## src/rtl/instr_queue_pkg.sv

```systemverilog
// Shared widths, constants and entry type for the instruction queue slice.
// IqDepth/IqAddrWidth size the queue instantiated at the top level.
package instr_queue_pkg;

  localparam int PcLength    = 31;
  localparam int InstrLength = 31;
  localparam int IqDepth     = 16;
  localparam int IqAddrWidth = 4;

  localparam logic [31:0] Zero  = 32'h0000_0000;
  localparam logic        True  = 1'b1;
  localparam logic        False = 1'b0;

  typedef logic [PcLength:0]    pc_t;
  typedef logic [InstrLength:0] instr_t;

  typedef struct packed {
    pc_t    pc;
    instr_t instr;
  } iq_entry_t;

  localparam iq_entry_t EmptyEntry = '{pc: Zero, instr: Zero};

endpackage

```

## src/rtl/instr_queue_if.sv

```systemverilog
// Fetcher/dispatch-side bundle for the instruction queue.
// The master drives push data, stall and control; the queue is the slave.
interface instr_queue_if;
  import instr_queue_pkg::*;

  logic   rdy;
  logic   clr;
  logic   is_valid_from_fetcher;
  pc_t    pc_from_fetcher;
  instr_t instr_from_fetcher;
  logic   is_full_to_fetcher;
  logic   is_stall_from_dispatch;
  logic   is_empty_to_dc;
  pc_t    pc_to_dc;
  instr_t instr_to_dc;

  modport master (
    output rdy, clr, is_valid_from_fetcher, pc_from_fetcher, instr_from_fetcher,
           is_stall_from_dispatch,
    input  is_full_to_fetcher, is_empty_to_dc, pc_to_dc, instr_to_dc
  );

  modport slave (
    input  rdy, clr, is_valid_from_fetcher, pc_from_fetcher, instr_from_fetcher,
           is_stall_from_dispatch,
    output is_full_to_fetcher, is_empty_to_dc, pc_to_dc, instr_to_dc
  );

endinterface

```

## src/rtl/instr_queue.sv

```systemverilog
// Show-ahead FIFO of (pc, instr) pairs between fetcher and decoder.
// Head entry is presented combinationally; clr empties the queue in one cycle.
module instr_queue
  import instr_queue_pkg::*;
#(
  parameter int Depth     = IqDepth,
  parameter int AddrWidth = IqAddrWidth
) (
  input logic          clk,
  input logic          rst,
  instr_queue_if.slave iq
);

  localparam logic [AddrWidth:0]   CountZero = {(AddrWidth+1){1'b0}};
  localparam logic [AddrWidth:0]   CountOne  = {{AddrWidth{1'b0}}, 1'b1};
  localparam logic [AddrWidth:0]   CountFull = (AddrWidth+1)'(Depth);
  localparam logic [AddrWidth-1:0] PtrZero   = {AddrWidth{1'b0}};
  localparam logic [AddrWidth-1:0] PtrOne    = {{(AddrWidth-1){1'b0}}, 1'b1};

  iq_entry_t            mem_r [Depth];
  logic [AddrWidth-1:0] head_r;
  logic [AddrWidth-1:0] tail_r;
  logic [AddrWidth:0]   count_r;

  logic      empty_s;
  logic      full_s;
  logic      push_s;
  logic      pop_s;
  iq_entry_t head_entry_s;

  // Occupancy flags and the push/pop qualifiers
  always_comb begin
    empty_s = (count_r == CountZero);
    full_s  = (count_r == CountFull);
    push_s  = rst & iq.is_valid_from_fetcher & ~full_s & iq.rdy & ~iq.clr;
    pop_s   = rst & ~empty_s & ~iq.is_stall_from_dispatch & iq.rdy & ~iq.clr;
  end

  // Pointer and occupancy state; clr outranks the rdy freeze
  always_ff @(posedge clk or negedge rst) begin
    if (!rst) begin
      head_r  <= PtrZero;
      tail_r  <= PtrZero;
      count_r <= CountZero;
    end else if (iq.clr) begin
      head_r  <= PtrZero;
      tail_r  <= PtrZero;
      count_r <= CountZero;
    end else if (iq.rdy) begin
      if (push_s) begin
        tail_r <= tail_r + PtrOne;
      end
      if (pop_s) begin
        head_r <= head_r + PtrOne;
      end
      case ({push_s, pop_s})
        2'b10:   count_r <= count_r + CountOne;
        2'b01:   count_r <= count_r - CountOne;
        default: count_r <= count_r;
      endcase
    end
  end

  // Entry storage; contents survive reset and flush, only pointers move
  always_ff @(posedge clk) begin
    if (push_s) begin
      mem_r[tail_r] <= '{pc: iq.pc_from_fetcher, instr: iq.instr_from_fetcher};
    end
  end

  // Show-ahead head presentation, forced to zero when nothing is resident
  always_comb begin
    head_entry_s = EmptyEntry;
    if (empty_s) begin
      head_entry_s = EmptyEntry;
    end else begin
      head_entry_s = mem_r[head_r];
    end
  end

  // Drive the bundle outputs
  always_comb begin
    iq.is_empty_to_dc     = empty_s;
    iq.is_full_to_fetcher = full_s;
    iq.pc_to_dc           = head_entry_s.pc;
    iq.instr_to_dc        = head_entry_s.instr;
  end

endmodule

```

## src/flat_wrapper.sv

```systemverilog
// flat-port wrapper written by rule: the top's interface ports become plain ports
module instr_queue_flat import instr_queue_pkg::*;
#(
  parameter int Depth     = IqDepth,
  parameter int AddrWidth = IqAddrWidth
)
  (clk, rst, iq_rdy, iq_clr, iq_is_valid_from_fetcher, iq_pc_from_fetcher, iq_instr_from_fetcher, iq_is_stall_from_dispatch, iq_is_full_to_fetcher, iq_is_empty_to_dc, iq_pc_to_dc, iq_instr_to_dc);
  instr_queue_if iq_i ();
  input logic clk;
  input logic rst;
  input wire logic [$bits(iq_i.rdy)-1:0] iq_rdy;
  input wire logic [$bits(iq_i.clr)-1:0] iq_clr;
  input wire logic [$bits(iq_i.is_valid_from_fetcher)-1:0] iq_is_valid_from_fetcher;
  input wire logic [$bits(iq_i.pc_from_fetcher)-1:0] iq_pc_from_fetcher;
  input wire logic [$bits(iq_i.instr_from_fetcher)-1:0] iq_instr_from_fetcher;
  input wire logic [$bits(iq_i.is_stall_from_dispatch)-1:0] iq_is_stall_from_dispatch;
  output wire logic [$bits(iq_i.is_full_to_fetcher)-1:0] iq_is_full_to_fetcher;
  output wire logic [$bits(iq_i.is_empty_to_dc)-1:0] iq_is_empty_to_dc;
  output wire logic [$bits(iq_i.pc_to_dc)-1:0] iq_pc_to_dc;
  output wire logic [$bits(iq_i.instr_to_dc)-1:0] iq_instr_to_dc;
  assign iq_i.rdy = iq_rdy;
  assign iq_i.clr = iq_clr;
  assign iq_i.is_valid_from_fetcher = iq_is_valid_from_fetcher;
  assign iq_i.pc_from_fetcher = iq_pc_from_fetcher;
  assign iq_i.instr_from_fetcher = iq_instr_from_fetcher;
  assign iq_i.is_stall_from_dispatch = iq_is_stall_from_dispatch;
  assign iq_is_full_to_fetcher = iq_i.is_full_to_fetcher;
  assign iq_is_empty_to_dc = iq_i.is_empty_to_dc;
  assign iq_pc_to_dc = iq_i.pc_to_dc;
  assign iq_instr_to_dc = iq_i.instr_to_dc;
  instr_queue #(.Depth(Depth), .AddrWidth(AddrWidth)) u_core (.clk(clk), .rst(rst), .iq(iq_i));
endmodule
```

## config.mk

```make
export PLATFORM = sky130hd
export DESIGN_NAME = instr_queue_flat
export DESIGN_NICKNAME = d
export VERILOG_FILES = /design/src/rtl/instr_queue_pkg.sv /design/src/rtl/instr_queue_if.sv /design/src/rtl/instr_queue.sv /design/src/flat_wrapper.sv
export SDC_FILE = /design/constraint.sdc
export NUM_CORES = 1
export LEC_CHECK = 0
export ABC_AREA = 1
export BUFFER_PORTS_ARGS = -buffer_cell sky130_fd_sc_hd__buf_2
export CAP_MARGIN = 10
export CELL_PAD_IN_SITES_DETAIL_PLACEMENT = 2
export CELL_PAD_IN_SITES_GLOBAL_PLACEMENT = 2
export CORE_MARGIN = 4
export CORE_UTILIZATION = 39
export CTS_CLUSTER_SIZE = 8
export DETAILED_ROUTE_END_ITERATION = 7
export GPL_TIMING_DRIVEN = 0
export MAX_ROUTING_LAYER = met4
export PLACE_DENSITY = 0.75
export RECOVER_POWER = 100
export SKIP_CTS_REPAIR_TIMING = 1
export SLEW_MARGIN = 20
export SYNTH_ARGS = -nofsm -noshare
export SYNTH_HDL_FRONTEND = slang
export SYNTH_SLANG_ARGS = --single-unit
```

## constraint.sdc

```tcl
create_clock -name clk -period 6.35 [get_ports clk]
set_input_delay 0.9525 -clock clk [delete_from_list [all_inputs] [get_ports clk]]
set_output_delay 0.9525 -clock clk [all_outputs]
set_load 0.005 [all_outputs]
```

==> tab_implementation.tex, run 1 <==
\begin{tabular}{lr}
\hline
Metric & Value \\
\hline
\multicolumn{2}{l}{\textbf{Logic synthesis}} \\
Number of warnings printed during yosys synthesis & 0 \\
Share of synthesized area spent on multiplexers & 0 \\
Net Count, Synth & 3373 \\
Avg Inst Size Synth & 12.6 sq um \\
Post-synthesis adder-cell area fraction & 0.00289 \\
Xor-xnor portion of the synthesized cell area & 0.000844 \\
Combinational family with the most area after synthesis & simple AND/OR/NAND/NOR gates \\
Fraction of the mapped netlist area in compound gates & 0.0855 \\
Post-synthesis cell area & 41500 sq um \\
Number of distinct library cells after synthesis & 25 \\
Biggest area contributors in the synthesized netlist & sky130\_fd\_sc\_hd\_\_edfxtp\_1, sky130\_fd\_sc\_hd\_\_nor2\_1, sky130\_fd\_sc\_hd\_\_o21ai\_0 \\
Share of synthesized cell area in and, or, nand and nor gates & 0.131 \\
Cell type contributing the most total cell area after synthesis & sky130\_fd\_sc\_hd\_\_edfxtp\_1 \\
Sequential-to-total area share from yosys stat & 0.749 \\
Post-synth top area share & 0.741 \\
\#FFs+latches synth & 1037 \\
Syn Inst Count & 3294 \\
\multicolumn{2}{l}{\textbf{Finish}} \\
Final core utilization & 0.457 \\
Leading cell type in the layout, fill and taps excluded & sky130\_fd\_sc\_hd\_\_edfxtp\_1 \\
Synth-to-Final Area Change & 16.1\% \\
Commonest non-fill, non-tap cells in the layout & sky130\_fd\_sc\_hd\_\_edfxtp\_1, sky130\_fd\_sc\_hd\_\_nor2\_1, sky130\_fd\_sc\_hd\_\_o21ai\_0 \\
Proportion of layout cells with a drive suffix above 1 & 0.0723 \\
Total Nets Final & 3748 \\
Summed area of non-filler cells in the final layout & 48200 sq um \\
Cell Count, Final, Fillers Out & 5092 \\
\multicolumn{2}{l}{\textbf{Drt}} \\
Initial DRC Count & 3676 \\
WL per Instance & 34.4 um \\
Total Routed Length & 175 mm \\
Pre-antenna DRT Iters & 6 \\
Ratio of routed vias to standard cells & 6.12 \\
Via count of the routed design & 31100 \\
ANT nets after route & 0 \\
Total DRC errors in the routed layout & 0 \\
\multicolumn{2}{l}{\textbf{CTS}} \\
CTS tree & built \\
Number of sinks on the clock net & 1037 \\
Clock insertion delay at the later pin of the skew report & 0.76 ns \\
Number of buffers inserted during clock tree synthesis & 147 \\
Buffers from clock root to sink, at most & 3 \\
Buffer cell driving the clock tree root & sky130\_fd\_sc\_hd\_\_clkbuf\_16 \\
H-tree Lvls & 4 \\
Clock transition time at the flip-flop clock pins of the worst setup and hold paths & 0.06 ns \\
\multicolumn{2}{l}{\textbf{Setup path}} \\
Critical path capture point type & output port \\
Arrival time reported for the critical path endpoint & 4.66 ns \\
R2R Path Start & u\_core.count\_r[0]\$\_DFFE\_PN0P\_ \\
Register-to-register setup slack & 1.43 ns \\
Worst-path maximum fanout & 10 \\
Worst setup SP type & flop \\
Worst r2r dst & u\_core.mem\_r[10][11]\$\_DFFE\_PP\_ \\
Worst setup path category & reg -> out \\
Worst setup path start & u\_core.head\_r[0]\$\_DFFE\_PN0P\_ \\
Required time at the worst-slack endpoint & 5.40 ns \\
Number of cells traversed by the worst register-to-register path & 8 \\
End point of the critical path & iq\_pc\_to\_dc[31] \\
\multicolumn{2}{l}{\textbf{Power}} \\
Total power of the final layout & 0.0160 W \\
Maximum VDD drop & 0.000232 V \\
PwrDens & 332 nW/um\^{}2 \\
Pleak & 15.9 nW \\
\multicolumn{2}{l}{\textbf{STA}} \\
Setup repair after global routing missed its margin & false \\
Worst slew pin tran & 1.92 ns \\
Clock Skews & 0.0233 ns \\
Maximum operating frequency & 178 MHz \\
Slew headroom & -0.286 \\
Max-slew violations & 350 \\
Final hold violations & 0 \\
Final number of setup-violating endpoints & 0 \\
Final period utilization & 0.884 \\
Final critical delay including setup and external delays & 5.61 ns \\
Post-route worst hold slack & 0.308 ns \\
\multicolumn{2}{l}{\textbf{Global route}} \\
Number of antenna violations at the first check in global routing & 9 \\
Pin count of the biggest net entering global routing & 19 \\
Gr usage total & 0.316 \\
GRT Residual Overflow & 0 \\
Vias in the first global route & 34000 \\
First-pass GRT wire length & 245 mm \\
\multicolumn{2}{l}{\textbf{Placement}} \\
Detailed placer's ending HPWL & 113 mm \\
Number of buffer cells added on primary ports & 135 \\
Placement-stage cell area & 45500 sq um \\
Final weighted congestion in routability-driven placement & 0.782 \\
Post-Place Cells & 4911 \\
\multicolumn{2}{l}{\textbf{Job}} \\
Max-cap violations & 20 \\
\multicolumn{2}{l}{\textbf{Status}} \\
Failing checks & capacitance limit, slew limit \\
Status & finished with violations \\
\multicolumn{2}{l}{\textbf{Floorplan}} \\
Die area & 112000 sq um \\
Ports & 136 \\
Die Span Y & 334 um \\
Core outline area & 105000 sq um \\
Starting density of the core & 0.394 \\
Die Span X & 334 um \\
Row count & 119 \\
\multicolumn{2}{l}{\textbf{Min path}} \\
Class of the most critical hold timing path & in -> async \\
\hline
\end{tabular}
[cell usage after synthesis]
cell type,number
sky130_fd_sc_hd__a21oi_1,69
sky130_fd_sc_hd__nor2_1,860
sky130_fd_sc_hd__xor2_1,3
sky130_fd_sc_hd__buf_6,32
sky130_fd_sc_hd__ha_1,8
sky130_fd_sc_hd__buf_2,25
sky130_fd_sc_hd__inv_6,1
sky130_fd_sc_hd__xnor2_1,1
sky130_fd_sc_hd__inv_1,16
sky130_fd_sc_hd__nand2_1,191
sky130_fd_sc_hd__o21ai_1,108
sky130_fd_sc_hd__buf_4,21
sky130_fd_sc_hd__clkbuf_1,97
sky130_fd_sc_hd__o211ai_1,104
sky130_fd_sc_hd__nor3_1,6
sky130_fd_sc_hd__o21ai_0,376
sky130_fd_sc_hd__dfrtp_1,13
sky130_fd_sc_hd__clkbuf_2,2
sky130_fd_sc_hd__nand3_1,292
sky130_fd_sc_hd__buf_1,40
sky130_fd_sc_hd__edfxtp_1,1024
sky130_fd_sc_hd__inv_2,1
sky130_fd_sc_hd__buf_8,2
sky130_fd_sc_hd__fa_1,1
sky130_fd_sc_hd__nand3b_1,1
[kinds of logic (layout without fill, tap and decap cells)]
family | Yosys count | count (layout)
other cells | 0 | 8
buf+inv | 237 | 636
fa+ha+maj | 9 | 9
simple gates | 1350 | 1350
compound gates | 657 | 657
xor+xnor | 4 | 4
flops | 1037 | 1037
[worst max-delay path: stages (launching register included)]
cell and delay (ns):
sky130_fd_sc_hd__dfrtp_1 0.39, sky130_fd_sc_hd__buf_6 0.27, sky130_fd_sc_hd__clkbuf_1 0.97, sky130_fd_sc_hd__buf_8 0.37, sky130_fd_sc_hd__clkbuf_1 0.59, sky130_fd_sc_hd__nor2_1 0.15, sky130_fd_sc_hd__nor2_1 0.15, sky130_fd_sc_hd__o21ai_1 0.12
sky130_fd_sc_hd__o211ai_1 0.16, sky130_fd_sc_hd__nand3_1 0.12, sky130_fd_sc_hd__a21oi_1 0.39, sky130_fd_sc_hd__buf_2 0.20
[worst min-delay path by stage]
stage | startpoint | end | slack [ns]
6_report | rst | u_core.count_r[4]$_DFFE_PN0P_ | 0.31
5_1_grt | rst | u_core.tail_r[1]$_DFFE_PN0P_ | 0.36
4_1_cts | rst | u_core.count_r[4]$_DFFE_PN0P_ | 0.08
3_5_place_dp | u_core.count_r[2]$_DFFE_PN0P_ | u_core.count_r[2]$_DFFE_PN0P_ | 0.56
3_3_place_gp | u_core.count_r[2]$_DFFE_PN0P_ | u_core.count_r[2]$_DFFE_PN0P_ | 0.51
2_1_floorplan | u_core.count_r[2]$_DFFE_PN0P_ | u_core.count_r[2]$_DFFE_PN0P_ | 0.48
[per-layer routing]
metal,vias to the layer above,global-route usage,wire (um)
li1,12600,-,-
met1,16200,0.378,66000
met2,1842,0.525,86100
met3,494,0.0475,13500
met4,0,0.156,9700
met5,-,-,0
[sequential cells by signal, summed over array words and instances (netlist names)]
signal          count
u_core.mem_r     1024
u_core.count_r      5
u_core.head_r       4
u_core.tail_r       4
[metrics by stage]
| stage | TNS (ns) | setup slack, ns |
|---|---|---|
| after floorplan | 0 | 0.0450 |
| after global placement | -3664.24 | -7.06 |
| after detailed placement | 0 | 2.12 |
| after CTS | 0 | 1.23 |
| after global routing | 0 | 0.619 |
| final | 0 | 0.736 |
[final cells by class]
type                            instances  area (sq um)
Multi-Input combinational cell       2020          9150
Sequential cell                      1037         31100
Timing Repair Buffer                  226           962
Clock inverter                         14           236
Clock buffer                          159          3740
Fill cell                           10600         57200
Antenna cell                            8          20.0
Inverter                               18          72.6
Tap cell                             1391          1740
Buffer                                219          1160
[power by group]
| group | total [W] | internal, W | switching [W] |
|---|---|---|---|
| Sequential | 0.00756 | 0.00755 | 0.0000127 |
| Clock | 0.00720 | 0.00416 | 0.00304 |
| Combinational | 0.00124 | 0.000278 | 0.000963 |
Note: power is estimated with default switching activity, not from simulation.
==> inputs of run 2 (changes only) <==
GPL_TIMING_DRIVEN = not set   (was 0)
==> run 2 against run 1 <==
Against the previous run:
- the run still ends with capacitance limit, slew limit left
- worst setup slack got worse by 0.12 ns
- final area decreased by 2.4%
- total power decreased by 2.2%
- hold slack worse by 0.0030 ns
- via count fell by 10%
- clock skew fell by 0.0078 ns
- flip-flop and latch count is the same
- die area is the same
- cell count shrank 5.1%
- sequential share of layout area increased by 1.6 points
==> tab_implementation.tex, run 2 (synthesized netlist as in run 1, its figures left out) <==
\begin{tabular}{lr}
\hline
Metric & Value \\
\hline
\multicolumn{2}{l}{\textbf{Status}} \\
Status & finished with violations (unchanged) \\
Failing checks & capacitance limit, slew limit (unchanged) \\
\multicolumn{2}{l}{\textbf{CTS}} \\
Clock insertion delay at the later pin of the skew report & 0.75 ns (was 0.76 ns) \\
H-tree Lvls & 4 (unchanged) \\
Clock transition time at the flip-flop clock pins of the worst setup and hold paths & 0.05 ns (was 0.06 ns) \\
CTS tree & built (unchanged) \\
Buffers from clock root to sink, at most & 3 (unchanged) \\
Number of buffers inserted during clock tree synthesis & 147 (unchanged) \\
Number of sinks on the clock net & 1037 (unchanged) \\
Buffer cell driving the clock tree root & sky130\_fd\_sc\_hd\_\_clkbuf\_16 (unchanged) \\
\multicolumn{2}{l}{\textbf{Drt}} \\
Via count of the routed design & 28000 (was 31100) \\
ANT nets after route & 0 (unchanged) \\
Ratio of routed vias to standard cells & 5.80 (was 6.12) \\
Total DRC errors in the routed layout & 0 (unchanged) \\
Initial DRC Count & 2386 (was 3676) \\
WL per Instance & 28.9 um (was 34.4 um) \\
Total Routed Length & 140 mm (was 175 mm) \\
Pre-antenna DRT Iters & 5 (was 6) \\
\multicolumn{2}{l}{\textbf{Setup path}} \\
Required time at the worst-slack endpoint & 5.40 ns (about the same) \\
Delay-heaviest family, CP & buffers and inverters (unchanged) \\
Number of cells on the critical path & 7 (was 11) \\
Worst path cell trace & inv\_8 -> clkbuf\_1 -> o21ai\_0 -> o211ai\_1 -> nand3\_1 -> a21oi\_1 -> clkbuf\_1 (was buf\_6 -> clkbuf\_1 -> buf\_8 -> clkbuf\_1 -> nor2\_1 -> nor2\_1 -> o21ai\_1 -> o211ai\_1 -> nand3\_1 -> a21oi\_1 -> buf\_2) \\
Highest-delay cell along the critical path & sky130\_fd\_sc\_hd\_\_inv\_8 (was sky130\_fd\_sc\_hd\_\_clkbuf\_1) \\
Critical Path Most Common Cell & sky130\_fd\_sc\_hd\_\_clkbuf\_1 \\
Critical path capture point type & output port (unchanged) \\
Sum of buffers and inverters on the critical path & 3 (was 5) \\
Delay contributed by the slowest stage of the critical path & 1.01 ns (was 0.97 ns) \\
Arrival time reported for the critical path endpoint & 4.78 ns (was 4.66 ns) \\
Worst-path maximum fanout & 117 (was 10) \\
Worst setup SP type & flop (unchanged) \\
Number of cells traversed by the worst register-to-register path & 7 (was 8) \\
Worst setup path category & reg -> out (unchanged) \\
\multicolumn{2}{l}{\textbf{Finish}} \\
Leading cell type in the layout, fill and taps excluded & sky130\_fd\_sc\_hd\_\_edfxtp\_1 (unchanged) \\
Proportion of layout cells with a drive suffix above 1 & 0.0675 (was 0.0723) \\
Synth-to-Final Area Change & 13.3\% (was 16.1\%) \\
Commonest non-fill, non-tap cells in the layout & sky130\_fd\_sc\_hd\_\_edfxtp\_1, sky130\_fd\_sc\_hd\_\_nor2\_1, sky130\_fd\_sc\_hd\_\_o21ai\_0 (unchanged) \\
Biggest regs & u\_core.mem\_r x1024, u\_core.count\_r x5 (unchanged) \\
Top register by number of flip-flops & u\_core.mem\_r (unchanged) \\
Fill cell instance count of the final layout & 10500 (was 10600) \\
Total Nets Final & 3487 (was 3748) \\
Max reg flops & 1024 (unchanged) \\
\multicolumn{2}{l}{\textbf{STA}} \\
Slew headroom & -1.08 (was -0.286) \\
Worst slew pin tran & 3.10 ns (was 1.92 ns) \\
Final critical delay including setup and external delays & 5.74 ns (was 5.61 ns) \\
Maximum operating frequency & 174 MHz (was 178 MHz) \\
Final number of setup-violating endpoints & 0 (unchanged) \\
Clock Skews & 0.0155 ns (was 0.0233 ns) \\
Post-route setup TNS & 0 ns (unchanged) \\
Setup repair after global routing missed its margin & false (unchanged) \\
Max-slew violations & 764 (was 350) \\
Final period utilization & 0.903 (was 0.884) \\
Final hold violations & 0 (unchanged) \\
\multicolumn{2}{l}{\textbf{Global route}} \\
Pin count of the biggest net entering global routing & 286 (was 19) \\
Vias in the first global route & 31200 (was 34000) \\
GRT Residual Overflow & 0 (unchanged) \\
First-pass GRT wire length & 207 mm (was 245 mm) \\
Number of antenna violations at the first check in global routing & 10 (was 9) \\
Gr usage total & 0.256 (was 0.316) \\
\multicolumn{2}{l}{\textbf{Placement}} \\
Final weighted congestion in routability-driven placement & 0.713 (was 0.782) \\
Detailed placer's ending HPWL & 69.2 mm (was 113 mm) \\
Number of buffer cells added on primary ports & 135 (unchanged) \\
\multicolumn{2}{l}{\textbf{Floorplan}} \\
Die Span Y & 334 um (unchanged) \\
Core outline area & 105000 sq um (unchanged) \\
Ports & 136 (unchanged) \\
Starting density of the core & 0.394 (unchanged) \\
Row count & 119 (unchanged) \\
Die area & 112000 sq um (unchanged) \\
Die Span X & 334 um (unchanged) \\
\multicolumn{2}{l}{\textbf{Power}} \\
Maximum VDD drop & 0.000299 V (was 0.000232 V) \\
Total internal power & 0.0120 W (about the same) \\
Total power of the final layout & 0.0157 W (was 0.0160 W) \\
Net switching power figure & 0.00364 W (was 0.00402 W) \\
Sequential share of power & 0.484 (was 0.472) \\
Pleak & 15.4 nW (was 15.9 nW) \\
PwrDens & 333 nW/um\^{}2 (was 332 nW/um\^{}2) \\
Logic gate share of total power & 0.063 (was 0.078) \\
Clock Power Share & 0.453 (was 0.450) \\
Net switching share of the total power & 0.233 (was 0.251) \\
\multicolumn{2}{l}{\textbf{Job}} \\
Max-cap violations & 24 (was 20) \\
\multicolumn{2}{l}{\textbf{Min path}} \\
Class of the most critical hold timing path & in -> async (unchanged) \\
\hline
\end{tabular}
==> run 2: changes by cell type in the layout (fill, tap and decap cells not counted), sizes merged <==
cell	delta
inv	-1
clkinv	-3
clkbuf	-168
buf	-86
==> run 2: worst register-to-register path, delay by kind of cell, from the launching register on <==
kind | cells | cell delay, ns
buffers and inverters | 2 | 2.08
DFF | 1 | 0.41
and+or+nand+nor | 5 | 1.92
==> run 2: final timing paths <==
path                                                from                             end  slack (ns)
max reg2reg                u_core.count_r[1]$_DFFE_PN0P_  u_core.mem_r[11][46]$_DFFE_PP_        1.47
min                                                  rst    u_core.head_r[0]$_DFFE_PN0P_        0.31
max                         u_core.head_r[1]$_DFFE_PN0P_                 iq_pc_to_dc[28]        0.61
min in group clk                                  iq_clr   u_core.count_r[4]$_DFFE_PN0P_        0.50
max in group asynchronous                            rst    u_core.head_r[2]$_DFFE_PN0P_        5.41
min reg2reg                u_core.count_r[3]$_DFFE_PN0P_   u_core.count_r[3]$_DFFE_PN0P_        0.53
==> run 2: power groups by stage <==
stage               logic, W  registers [W]  clock network (W)
floorplan           0.000524        0.00769                  0
global placement    0.000971        0.00770                  0
detailed placement   0.00101        0.00771                  0
CTS                  0.00102        0.00757            0.00722
global route         0.00108        0.00757            0.00750
finish              0.000980        0.00758            0.00710
==> run 2: final cells by class <==
type                       count  area [sq um]  share of cell area
antenna                        8          20.0            0.000426
clock buffer                 166          3860              0.0820
clock inverter                10           128             0.00271
inverter                      18           101             0.00215
multi-input combinational   2020          9160               0.195
sequential                  1037         31100               0.661
tap                         1391          1740              0.0370
timing repair buffer         184           937              0.0199
==> run 2: per-layer routing <==
layer | track usage | vias to the layer above | share of wire | wire (um)
li1 | - | 12100 | - | -
met1 | 0.307 | 14900 | 0.40 | 56500
met2 | 0.454 | 816 | 0.53 | 73700
met3 | 0.0336 | 247 | 0.044 | 6150
met4 | 0.0751 | 0 | 0.026 | 3580
met5 | - | - | 0 | 0
==> run 2: stage by stage <==
| stage | area, sq um | cells | utilization | hold slack [ns] | worst slack, ns |
|---|---|---|---|---|---|
| after floorplan | 41500 | 3294 | - | 0.482 | 0.0450 |
| after global placement | 43400 | 4650 | 0.412 | 0.517 | 2.02 |
| after detailed placement | 43400 | 4650 | 0.412 | 0.529 | 1.94 |
| after CTS | 47400 | 4826 | 0.450 | 0.0867 | 1.10 |
| after global routing | 47000 | 4833 | 0.446 | 0.358 | 0.470 |
| final | 47000 | 4834 | 0.446 | 0.305 | 0.614 |
